$ cat config.mk
export PLATFORM = sky130hd
export DESIGN_NAME = mult_div_unit
export DESIGN_NICKNAME = d
export VERILOG_FILES = /design/src/rtl/mdu_pkg.sv /design/src/rtl/mult_div_unit.sv
export SDC_FILE = /design/constraint.sdc
export NUM_CORES = 1
export LEC_CHECK = 0
export ABC_AREA = 1
export CAP_MARGIN = 20
export CORE_MARGIN = 5
export CORE_UTILIZATION = 30
export CTS_BUF_LIST = sky130_fd_sc_hd__clkbuf_2 sky130_fd_sc_hd__clkbuf_4 sky130_fd_sc_hd__clkbuf_8
export CTS_CLUSTER_SIZE = 14
export DETAILED_ROUTE_END_ITERATION = 16
export PLACE_DENSITY = 0.44
export SLEW_MARGIN = 20
export SYNTH_ARGS = -nofsm -noshare
export SYNTH_HDL_FRONTEND = slang
export SYNTH_SLANG_ARGS = --single-unit
$ cat constraint.sdc
create_clock -name clock -period 15.35 [get_ports clock]
set_clock_uncertainty 0.05 [all_clocks]
set_input_delay 4.605 -clock clock [delete_from_list [all_inputs] [get_ports clock]]
set_output_delay 4.605 -clock clock [all_outputs]
set_load 0.005 [all_outputs]
$ cat src/rtl/mdu_pkg.sv
// Shared definitions for the multiply/divide unit: op encodings, FSM states
// and the fixed iteration count.
package mdu_pkg;

  localparam logic [1:0] OP_MULT  = 2'b00;
  localparam logic [1:0] OP_MULTU = 2'b01;
  localparam logic [1:0] OP_DIV   = 2'b10;
  localparam logic [1:0] OP_DIVU  = 2'b11;

  localparam int ITERATIONS = 32;

  typedef enum logic [1:0] {
    IDLE = 2'b00,
    RUN  = 2'b01,
    DONE = 2'b10
  } state_t;

endpackage

$ cat src/rtl/mult_div_unit.sv
// Iterative HI/LO multiply/divide unit: shift-add multiply and restoring
// divide on magnitudes, 32 iterations, sign fix-up applied when HI/LO are written.
//
// state | meaning
// IDLE  | accepts start, or mthi/mtlo moves into HI/LO
// RUN   | one iteration per cycle; final edge writes fixed-up result to HI/LO
// DONE  | single-cycle done pulse, then back to IDLE
module mult_div_unit
  import mdu_pkg::*;
#(
  parameter int DATA_W = 32
) (
  input  logic              clock,
  input  logic              reset,
  input  logic              start,
  input  logic [1:0]        op,
  input  logic [DATA_W-1:0] operandA,
  input  logic [DATA_W-1:0] operandB,
  input  logic              mthi,
  input  logic              mtlo,
  output logic              busy,
  output logic              done,
  output logic [DATA_W-1:0] hi,
  output logic [DATA_W-1:0] lo
);

  localparam logic [5:0] ITER_CNT = 6'(ITERATIONS);

  state_t              state;
  logic [5:0]          cnt;
  logic                is_div_q;
  logic                neg_res;
  logic                neg_rem;
  logic                div_zero;
  logic [DATA_W-1:0]   a_q;
  logic [DATA_W-1:0]   m_q;
  logic [2*DATA_W-1:0] acc;

  logic                signed_op;
  logic                is_div;
  logic                a_neg;
  logic                b_neg;
  logic [DATA_W-1:0]   a_mag;
  logic [DATA_W-1:0]   b_mag;

  logic [DATA_W:0]     sum;
  logic [DATA_W:0]     shifted;
  logic [DATA_W:0]     diff;
  logic [2*DATA_W-1:0] acc_step;
  logic [2*DATA_W-1:0] prod_fix;
  logic [DATA_W-1:0]   q_fix;
  logic [DATA_W-1:0]   r_fix;
  logic [DATA_W-1:0]   res_hi;
  logic [DATA_W-1:0]   res_lo;

  always_comb begin
    signed_op = (op == OP_MULT) || (op == OP_DIV);
    is_div    = (op == OP_DIV) || (op == OP_DIVU);
    a_neg     = signed_op & operandA[DATA_W-1];
    b_neg     = signed_op & operandB[DATA_W-1];
    a_mag     = a_neg ? -operandA : operandA;
    b_mag     = b_neg ? -operandB : operandB;
  end

  // acc holds {partial product | multiplier} or {remainder | dividend/quotient}
  always_comb begin
    sum     = {1'b0, acc[2*DATA_W-1:DATA_W]} + {1'b0, m_q};
    shifted = {acc[2*DATA_W-1:DATA_W], acc[DATA_W-1]};
    diff    = shifted - {1'b0, m_q};

    if (is_div_q) begin
      acc_step = diff[DATA_W] ? {shifted[DATA_W-1:0], acc[DATA_W-2:0], 1'b0}
                              : {diff[DATA_W-1:0], acc[DATA_W-2:0], 1'b1};
    end else begin
      acc_step = acc[0] ? {sum, acc[DATA_W-1:1]} : {1'b0, acc[2*DATA_W-1:1]};
    end

    prod_fix = neg_res ? -acc : acc;
    q_fix    = neg_res ? -acc[DATA_W-1:0] : acc[DATA_W-1:0];
    r_fix    = neg_rem ? -acc[2*DATA_W-1:DATA_W] : acc[2*DATA_W-1:DATA_W];

    res_hi = prod_fix[2*DATA_W-1:DATA_W];
    res_lo = prod_fix[DATA_W-1:0];
    if (is_div_q) begin
      // Divide by zero bypasses the sign fix-up: quotient all ones, HI = raw dividend
      if (div_zero) begin
        res_hi = a_q;
        res_lo = '1;
      end else begin
        res_hi = r_fix;
        res_lo = q_fix;
      end
    end
  end

  always_ff @(posedge clock or posedge reset) begin
    if (reset) begin
      state    <= IDLE;
      busy     <= 1'b0;
      done     <= 1'b0;
      hi       <= '0;
      lo       <= '0;
      cnt      <= '0;
      is_div_q <= 1'b0;
      neg_res  <= 1'b0;
      neg_rem  <= 1'b0;
      div_zero <= 1'b0;
      a_q      <= '0;
      m_q      <= '0;
      acc      <= '0;
    end else begin
      case (state)
        IDLE: begin
          done <= 1'b0;
          if (start) begin
            is_div_q <= is_div;
            neg_res  <= a_neg ^ b_neg;
            neg_rem  <= a_neg;
            div_zero <= (operandB == '0);
            a_q      <= operandA;
            m_q      <= is_div ? b_mag : a_mag;
            acc      <= {{DATA_W{1'b0}}, (is_div ? a_mag : b_mag)};
            cnt      <= '0;
            busy     <= 1'b1;
            state    <= RUN;
          end else begin
            if (mthi) hi <= operandA;
            if (mtlo) lo <= operandA;
          end
        end
        RUN: begin
          if (cnt == ITER_CNT) begin
            hi    <= res_hi;
            lo    <= res_lo;
            busy  <= 1'b0;
            done  <= 1'b1;
            state <= DONE;
          end else begin
            acc <= acc_step;
            cnt <= cnt + 6'd1;
          end
        end
        DONE: begin
          done  <= 1'b0;
          state <= IDLE;
        end
        default: begin
          busy  <= 1'b0;
          done  <= 1'b0;
          state <= IDLE;
        end
      endcase
    end
  end

endmodule

==> results of run 1 <==
==> sequential cells by signal (all words and copies together) (netlist names) <==
signal / cells
hi: 32
busy: 1
div_zero: 1
cnt: 6
state: 2
lo: 32
neg_rem: 1
m_q: 32
done: 1
neg_res: 1
a_q: 32
acc: 64
is_div_q: 1
==> metrics by stage <==
stage	util	cell area, um^2	cells
6_report	0.352	23200	4333
5_1_grt	0.352	23200	4333
4_1_cts	0.352	23200	4332
3_5_place_dp	0.335	22100	4253
3_3_place_gp	0.335	22100	4252
2_1_floorplan	-	20000	3369
==> power by group through the flow <==
stage	Clock [mW]	Combinational, mW	Sequential (mW)
after global placement	0	0.179	0.556
final	0.736	0.181	0.547
after CTS	0.749	0.181	0.547
after global routing	0.774	0.195	0.547
after floorplan	0	0.0947	0.557
after detailed placement	0	0.180	0.556
==> worst reg2reg max path, stage by stage (launching register included) <==
cell and delay (ps):
dfrtp_1 580, buf_4 350, clkinv_2 90, buf_4 500, ha_1 330, nand3_1 190
nor2_2 250, nand2_2 120, nor2_2 200, nand3_1 180, nand2_1 450, nand2_1 110
nand2_1 80, nand3_1 70, nand2_1 120, nand2_1 70, a21boi_1 150
==> per-layer routing <==
metal / track usage / routed length (um) / part of all wire
met1: 0.376 / 44400 / 0.44
met2: 0.456 / 47200 / 0.46
met3: 0.0268 / 5810 / 0.057
met4: 0.102 / 4290 / 0.042
met5: 0 / 0 / 0
==> kinds of logic after synthesis <==
group                      synth area share
DFF                                   0.257
AOI/OAI and AO/OA                     0.163
adders and majority gates            0.0457
xor gates and xnor gates             0.0371
buffers and inverters                 0.106
and+or+nand+nor                       0.391
==> synthesized netlist by cell type, types with 3 or more instances <==
library cell / instances
nand2_1: 1013
nor2_1: 427
inv_1: 390
nand3_1: 302
o21ai_0: 227
a21oi_1: 210
dfrtp_1: 206
clkbuf_1: 94
ha_1: 70
xor2_1: 63
nand3b_1: 29
or2_2: 29
nor3_1: 28
o211ai_1: 27
buf_2: 25
a2bb2oi_1: 23
xnor2_1: 22
nand4_1: 19
o221ai_1: 18
buf_1: 16
a21boi_1: 14
a22oi_1: 13
o21bai_1: 13
a21boi_0: 10
nor2_2: 10
o21ai_1: 9
and2_1: 7
clkinv_1: 6
inv_2: 6
nand2_2: 6
buf_4: 5
a31oi_1: 3
buf_6: 3
nor3_2: 3
==> layout make-up <==
class / count / share of cell area
inverter: 403 / 0.0656
clock inverter: 11 / 0.00777
timing repair buffer: 163 / 0.0683
multi-input combinational: 2617 / 0.551
sequential: 206 / 0.222
tap: 864 / 0.0466
antenna: 1 / 0.000108
clock buffer: 68 / 0.0382
==> path summary, 6_finish.rpt <==
path	start	endpoint	slack, ps	cells after the start
worst max register to register	acc[0]	hi[20]	11330	16
worst max-delay path	op[1]	m_q[28]	8440	8
min in group asynchronous	reset	lo[13]	4390	2
worst min register to register	lo[2]	lo[2]	430	2
worst min-delay path	lo[2]	lo[2]	430	2
max in group asynchronous	reset	acc[63]	8680	4
==> results.yml, run 1 <==
sta:
  tightestPinTransition_ps: 1030
  relSlewSlack: 0.308
  rsz0062_at_grt: "no"
  finalSetupTns_ps: 0
  fmax_mhz: 145
  period_needed_ps: 6910
  report.final.slew_viol_count: 0
  hold_viol: 0
  setup_ws_ps: 8440
  hold-worst-slack_ps: 431
  setup_viol: 0
  fin_crit_sh: 0.450
power:
  switchingPower_mw: 0.426
  power-per-cell-area_nw_per_um2: 63.1
  p_total_mw: 1.46
  leakage_nw: 11.4
  intPower_mw: 1.04
  vdd_ir_drop_max_mv: 0.0545
  pwr-share-clk: 0.503
  switching_share: 0.291
  p_seq_frac: 0.373
  pwr-share-comb: 0.124
yosys:
  ys_seq_area_frac: 0.257
  postSynthNetCount: 3512
  yosysWarnings: 0
  synth_cells: 3369
  yosys.area.top_type: "dfrtp_1"
  synth_seq_cells: 206
  synthTopCellsByArea: "dfrtp_1, nand2_1, nor2_1"
  synthArstFlopShare: 1.00
  synth_edf_count: 0
  netlist_area_um2: 20000
  ys_types: 51
  synth_flop_cell: "dfrtp_1"
  syn_avg_cell_area_um2: 5.95
  synth_top_area_frac: 0.257
cts:
  numCtsBuffers: 45
  worstSkewPairLatency_ps: 670
  cts.htree.levels: 2
  cts_root_buffer: "clkbuf_8"
  cts.sinks: 206
  cts_setup_buffers: 0
  cts.reportedPaths.clkPinSlew_ps: 70
  cts_tree: "built"
  cts_buffer_depth: 3
  post_cts_resize_count: 0
  hold_buffers: 0
worst_setup_path:
  cp_max_fo: 40
  cp.arrival_ps: 7460
  crit_top_cell: "a21oi_1"
  cp.required_ps: 15910
  slowest_delay_ps: 860
  cp-end-kind: "flip-flop"
  crit_type: "primary input to flip-flop"
  crit_slowest_cell: "clkinv_1"
  cp_num_buf_inv: 4
  crit_family: "buffers and inverters"
  path_cells: "clkdlybuf4s50_1 > buf_4 > clkinv_1 > nor2_1 > inv_1 > a21oi_1 > a21oi_1 > nand2_1"
  startpoint_type: "primary input"
finish:
  nFillCells: 7324
  syn_to_final_growth_pct: 15.7
  seq_area_um2: 5160
  multi_input_area_um2: 12800
  final_cell_mix: "nand2_1, nor2_1, inv_1, nand3_1, o21ai_0"
  nets: 3579
  drive_gt1_frac: 0.0505
  layout_commonest_cell: "nand2_1"
global_route:
  grt_pass1_wl_mm: 148
  antenna_found_initial: 2
  grt_pass1_vias: 22000
  grtUsageTotal: 0.276
  grt_max_degree: 101
  grt_overflow: 0
routing:
  drt_iter0_markers: 2568
  dr_total_vias: 23100
  route.detailed.drc: 0
  ant_nets: 0
  vias_per_cell: 5.33
  routed_wl_mm: 102
  avgRoutedWirePerCell_um: 23.5
  first_pass_iters: 8
min_path:
  holdCritPathClass: "flip-flop to flip-flop"
die:
  start_util: 0.304
  io_pins: 137
  die_y_um: 268
  die_x_um: 268
  die_area_um2: 72100
  rows: 94
  core_area_um2: 66000
placed_design:
  hpwlAfterDp_mm: 80.6
  dpl_worst_slack_ps: 7840
  portBuffers: 136
  gp_congestion: 0.990
status:
  status: "completed"
job:
  cap_violations: 0
(Power assumes the default switching activity.)
==> inputs of run 2 (changes only) <==
--- a/config.mk
+++ b/config.mk
@@ -12,7 +12,7 @@
 export CTS_BUF_LIST = sky130_fd_sc_hd__clkbuf_2 sky130_fd_sc_hd__clkbuf_4 sky130_fd_sc_hd__clkbuf_8
 export CTS_CLUSTER_SIZE = 14
 export DETAILED_ROUTE_END_ITERATION = 16
-export PLACE_DENSITY = 0.44
+export PLACE_DENSITY = 0.46
 export SLEW_MARGIN = 20
 export SYNTH_ARGS = -nofsm -noshare
 export SYNTH_HDL_FRONTEND = slang
==> constraint.sdc (replaced) <==
create_clock -name clock -period 5.58 [get_ports clock]
set_clock_uncertainty 0.05 [all_clocks]
set_input_delay 1.674 -clock clock [delete_from_list [all_inputs] [get_ports clock]]
set_output_delay 1.674 -clock clock [all_outputs]
set_load 0.005 [all_outputs]
==> results.yml, run 2 (synthesized netlist as in run 1, its figures left out) <==
cts:
  worstSkewPairLatency_ps: 640
  cts_buffer_depth: 3
  cts.reportedPaths.clkPinSlew_ps: 60
  cts.htree.levels: 2
  cts.sinks: 206
  post_cts_resize_count: 0
  numCtsBuffers: 43
  cts_root_buffer: "clkbuf_8"
  cts_setup_buffers: 0
  cts_tree: "built"
  hold_buffers: 0
routing:
  met3_length_mm: 6.69
  ant_nets: 0
  first_pass_iters: 8
  route.detailed.drc: 0
  drt_iter0_markers: 2167
  dr.max_layer_used: "met4"
  avgRoutedWirePerCell_um: 23.0
  dr_total_vias: 22800
  vias_per_cell: 5.25
  routed_wl_mm: 99.8
  wl_met2_mm: 45.6
  m1WireLength_mm: 43.4
finish:
  drive_gt1_frac: 0.0518
  syn_to_final_growth_pct: 15.5
  final_cell_mix: "nand2_1, nor2_1, inv_1, nand3_1, o21ai_0"
  regMostFlops: "acc"
  nets: 3585
  layout_commonest_cell: "nand2_1"
  largest_reg_flops: 64
status:
  status: "completed"
global_route:
  grt_pass1_wl_mm: 146
  antenna_found_initial: 3
  grt_max_degree: 96
  grt_pass1_vias: 21800
  grtUsageTotal: 0.271
  grt_overflow: 0
sta:
  report.final.slew_viol_count: 0
  finalSetupTns_ps: 0
  tightestPinTransition_ps: 959
  fmax_mhz: 266
  hold-worst-slack_ps: 431
  rsz0062_at_grt: "no"
  fin_crit_sh: 0.674
  setup_viol: 0
  hold_viol: 0
  period_needed_ps: 3760
  relSlewSlack: 0.361
die:
  core_area_um2: 66000
  die_x_um: 268
  die_y_um: 268
  rows: 94
  start_util: 0.304
  die_area_um2: 72100
  io_pins: 137
power:
  leakage_nw: 11.3
  power-per-cell-area_nw_per_um2: 166
  vdd_ir_drop_max_mv: 0.155
job:
  cap_violations: 0
worst_setup_path:
  cp-end-kind: "flip-flop"
  cp.required_ps: 6080
  cp.arrival_ps: 4260
  r2r_cells: 17
  startpoint_type: "primary input"
  crit_type: "primary input to flip-flop"
  cp_max_fo: 6
placed_design:
  gp_congestion: 0.970
  hpwlAfterDp_mm: 79.3
  portBuffers: 136
min_path:
  holdCritPathClass: "flip-flop to flip-flop"
  worstHoldPathCells: 2
==> run 2: cell types whose count changed in the layout (fill, tap and decap cells not counted), sizes merged, moves of 2 or more <==
| cell | delta |
|---|---|
| clkinvlp | +3 |
| bufinv | -2 |
| buf | +8 |
| diode | +3 |
| clkinv | -3 |
==> run 2: layer usage <==
metal	up-vias	GRT usage
met5	-	0
li1	11000	-
met4	0	0.0963
met1	10700	0.368
met3	168	0.0374
met2	878	0.442
==> run 2: metrics by stage <==
step                utilization  power (mW)  worst slack [ps]  instances  cell area, um^2
detailed placement        0.336        2.02              1260       4261            22200
finish                    0.351        3.84              1820       4342            23100
global route              0.351        3.97              1640       4341            23100
global placement          0.336        2.02              1200       4261            22200
CTS                       0.351        3.86              1840       4338            23100
floorplan                     -        1.79              1180       3369            20000
==> run 2: area by class of cell <==
cell class / count / area (um^2)
fill: 7470 / 42800
multi-input combinational: 2617 / 12800
sequential: 206 / 5160
timing repair buffer: 171 / 1650
inverter: 403 / 1520
tap: 864 / 1080
clock buffer: 67 / 822
clock inverter: 10 / 120
antenna: 4 / 10.0
==> run 2: power breakdown <==
group	leakage [nW]	switching, mW	internal (mW)
logic	8.38	0.336	0.153
clock network	0.493	0.807	1.04
registers	2.48	0	1.50
total	11.3	1.14	2.69
==> run 2: worst paths after layout <==
path / start / slack (ps) / endpoint
setup / recovery: operandA[0] / 1820 / acc[27]
hold / removal: lo[0] / 430 / lo[0]
hold reg to reg: lo[0] / 430 / lo[0]
min in group asynchronous: reset / 1400 / lo[23]
max in group asynchronous: reset / 3170 / is_div_q
setup reg to reg: acc[32] / 1840 / acc[47]
==> run 2: critical path: stages <==
cell and delay, ps:
clkdlybuf4s50_1 530, inv_1 250, nand3_1 220, nor2_1 560, nand3_1 250, nand3b_1 280
nand2_1 100, nand2_1 60, nand3_1 90, nand3_1 100, a21oi_1 160
==> inputs of run 3 (changes only) <==
--- a/config.mk
+++ b/config.mk
@@ -12,7 +12,7 @@
 export CTS_BUF_LIST = sky130_fd_sc_hd__clkbuf_2 sky130_fd_sc_hd__clkbuf_4 sky130_fd_sc_hd__clkbuf_8
 export CTS_CLUSTER_SIZE = 14
 export DETAILED_ROUTE_END_ITERATION = 16
-export PLACE_DENSITY = 0.46
+export PLACE_DENSITY = 0.44
 export SLEW_MARGIN = 20
 export SYNTH_ARGS = -nofsm -noshare
 export SYNTH_HDL_FRONTEND = slang
==> constraint.sdc (replaced) <==
create_clock -name clock -period 3.8 [get_ports clock]
set_clock_uncertainty 0.05 [all_clocks]
set_input_delay 1.14 -clock clock [delete_from_list [all_inputs] [get_ports clock]]
set_output_delay 1.14 -clock clock [all_outputs]
set_load 0.005 [all_outputs]
==> results.yml, run 3 (synthesized netlist as in run 1, its figures left out) <==
status:
  status: "completed"
cts:
  cts_root_buffer: "clkbuf_8"
  post_cts_resize_count: 0
  cts.sinks: 206
  cts.reportedPaths.clkPinSlew_ps: 60
  worstSkewPairLatency_ps: 670
  cts_tree: "built"
  hold_buffers: 0
  cts_buffer_depth: 3
  cts.htree.levels: 2
  cts_setup_buffers: 0
  numCtsBuffers: 45
die:
  rows: 94
  start_util: 0.304
  core_area_um2: 66000
  die_x_um: 268
  io_pins: 137
  die_area_um2: 72100
  die_y_um: 268
sta:
  fmax_mhz: 294
  hold_viol: 0
  relSlewSlack: 0.309
  setup_viol: 0
  fin_crit_sh: 0.894
  rsz0062_at_grt: "no"
  tightestPinTransition_ps: 1040
  period_needed_ps: 3400
  report.final.slew_viol_count: 0
  hold-worst-slack_ps: 433
finish:
  drive_gt1_frac: 0.0755
  stdcell_count: 4430
  final_cell_mix: "nand2_1, nor2_1, inv_1, nand3_1, o21ai_0"
  layout_commonest_cell: "nand2_1"
  regMostFlops: "acc"
  final_area_um2: 23900
  nets: 3672
  syn_to_final_growth_pct: 19.4
  largest_reg_flops: 64
global_route:
  grt_pass1_vias: 22800
  grt_pass1_wl_mm: 157
  grtUsageTotal: 0.294
  antenna_found_initial: 5
  grt_max_degree: 121
  grt_overflow: 0
placed_design:
  dpl_cell_area_um2: 22900
  gp_congestion: 0.994
  portBuffers: 136
  hpwlAfterDp_mm: 88.2
  place_inst: 4346
routing:
  vias_per_cell: 5.30
  ant_nets: 0
  first_pass_iters: 8
  route.detailed.drc: 0
  avgRoutedWirePerCell_um: 24.5
  routed_wl_mm: 109
  dr_total_vias: 23500
  drt_iter0_markers: 2310
min_path:
  holdCritPathClass: "flip-flop to flip-flop"
worst_setup_path:
  cp_max_fo: 21
  cp-end-kind: "flip-flop"
  cp.required_ps: 4240
  startpoint_type: "flip-flop"
  cp.arrival_ps: 3840
  crit_type: "flip-flop to flip-flop"
power:
  vdd_ir_drop_max_mv: 0.248
  power-per-cell-area_nw_per_um2: 246
  leakage_nw: 11.8
job:
  cap_violations: 0
==> run 3: cell types whose count changed in the layout (fill, tap and decap cells not counted) <==
cell,previous run,this run
buf_4,33,112
buf_12,2,8
clkbuf_8,51,56
inv_8,2,0
bufinv_16,2,3
clkinv_8,0,1
clkinvlp_4,4,3
diode_2,4,3
==> run 3: per-stage QoR <==
step / total power, mW / util / TNS [ps] / worst slack (ps)
6_report: 5.90 / 0.363 / 0 / 402
5_1_grt: 6.11 / 0.363 / 0 / 198
4_1_cts: 5.95 / 0.363 / 0 / 416
3_5_place_dp: 3.02 / 0.347 / 0 / 130
3_3_place_gp: 3.02 / 0.347 / 0 / 150
2_1_floorplan: 2.63 / - / -12830 / -62.3
==> run 3: worst max-delay path, stage by stage (launching register included) <==
cell     delay [ps]
dfrtp_1         570
inv_1           260
ha_1            400
a21o_1          190
nor2_1          160
nand2_1         120
a21oi_2         300
nand2_2         110
nand2_1          80
nand2_2         350
buf_4           320
nand2_1          60
nand3_1          80
nand3_1         110
nand2_1          50
==> run 3: area by class of cell <==
cell class	count	area, um^2
Fill cell	7360	42000
Multi-Input combinational cell	2617	12800
Sequential cell	206	5160
Timing Repair Buffer	256	2360
Inverter	403	1520
Tap cell	864	1080
Clock buffer	72	891
Clock inverter	9	136
Antenna cell	3	7.51
==> run 3: metal layers <==
| metal | track usage | wire [um] |
|---|---|---|
| met1 | 0.394 | 47000 |
| met2 | 0.481 | 49500 |
| met3 | 0.0374 | 6780 |
| met4 | 0.126 | 5450 |
| met5 | 0 | 13 |
==> run 3: worst paths after layout <==
| path | from | to | slack (ps) | cells past startpoint |
|---|---|---|---|---|
| max | m_q[31] | acc[33] | 400 | 14 |
| min | lo[0] | lo[0] | 430 | 2 |
| max reg2reg | m_q[31] | acc[33] | 400 | 14 |
| min reg2reg | lo[0] | lo[0] | 430 | 2 |
| max in group asynchronous | reset | acc[51] | 2090 | 3 |
| min in group asynchronous | reset | lo[13] | 820 | 2 |
==> run 3: where the power goes <==
part           total [mW]  leakage (nW)  switching [mW]  internal, mW
clock                2.91         0.538            1.22          1.69
combinational       0.782          8.82           0.529         0.253
sequential           2.21          2.48               0          2.21
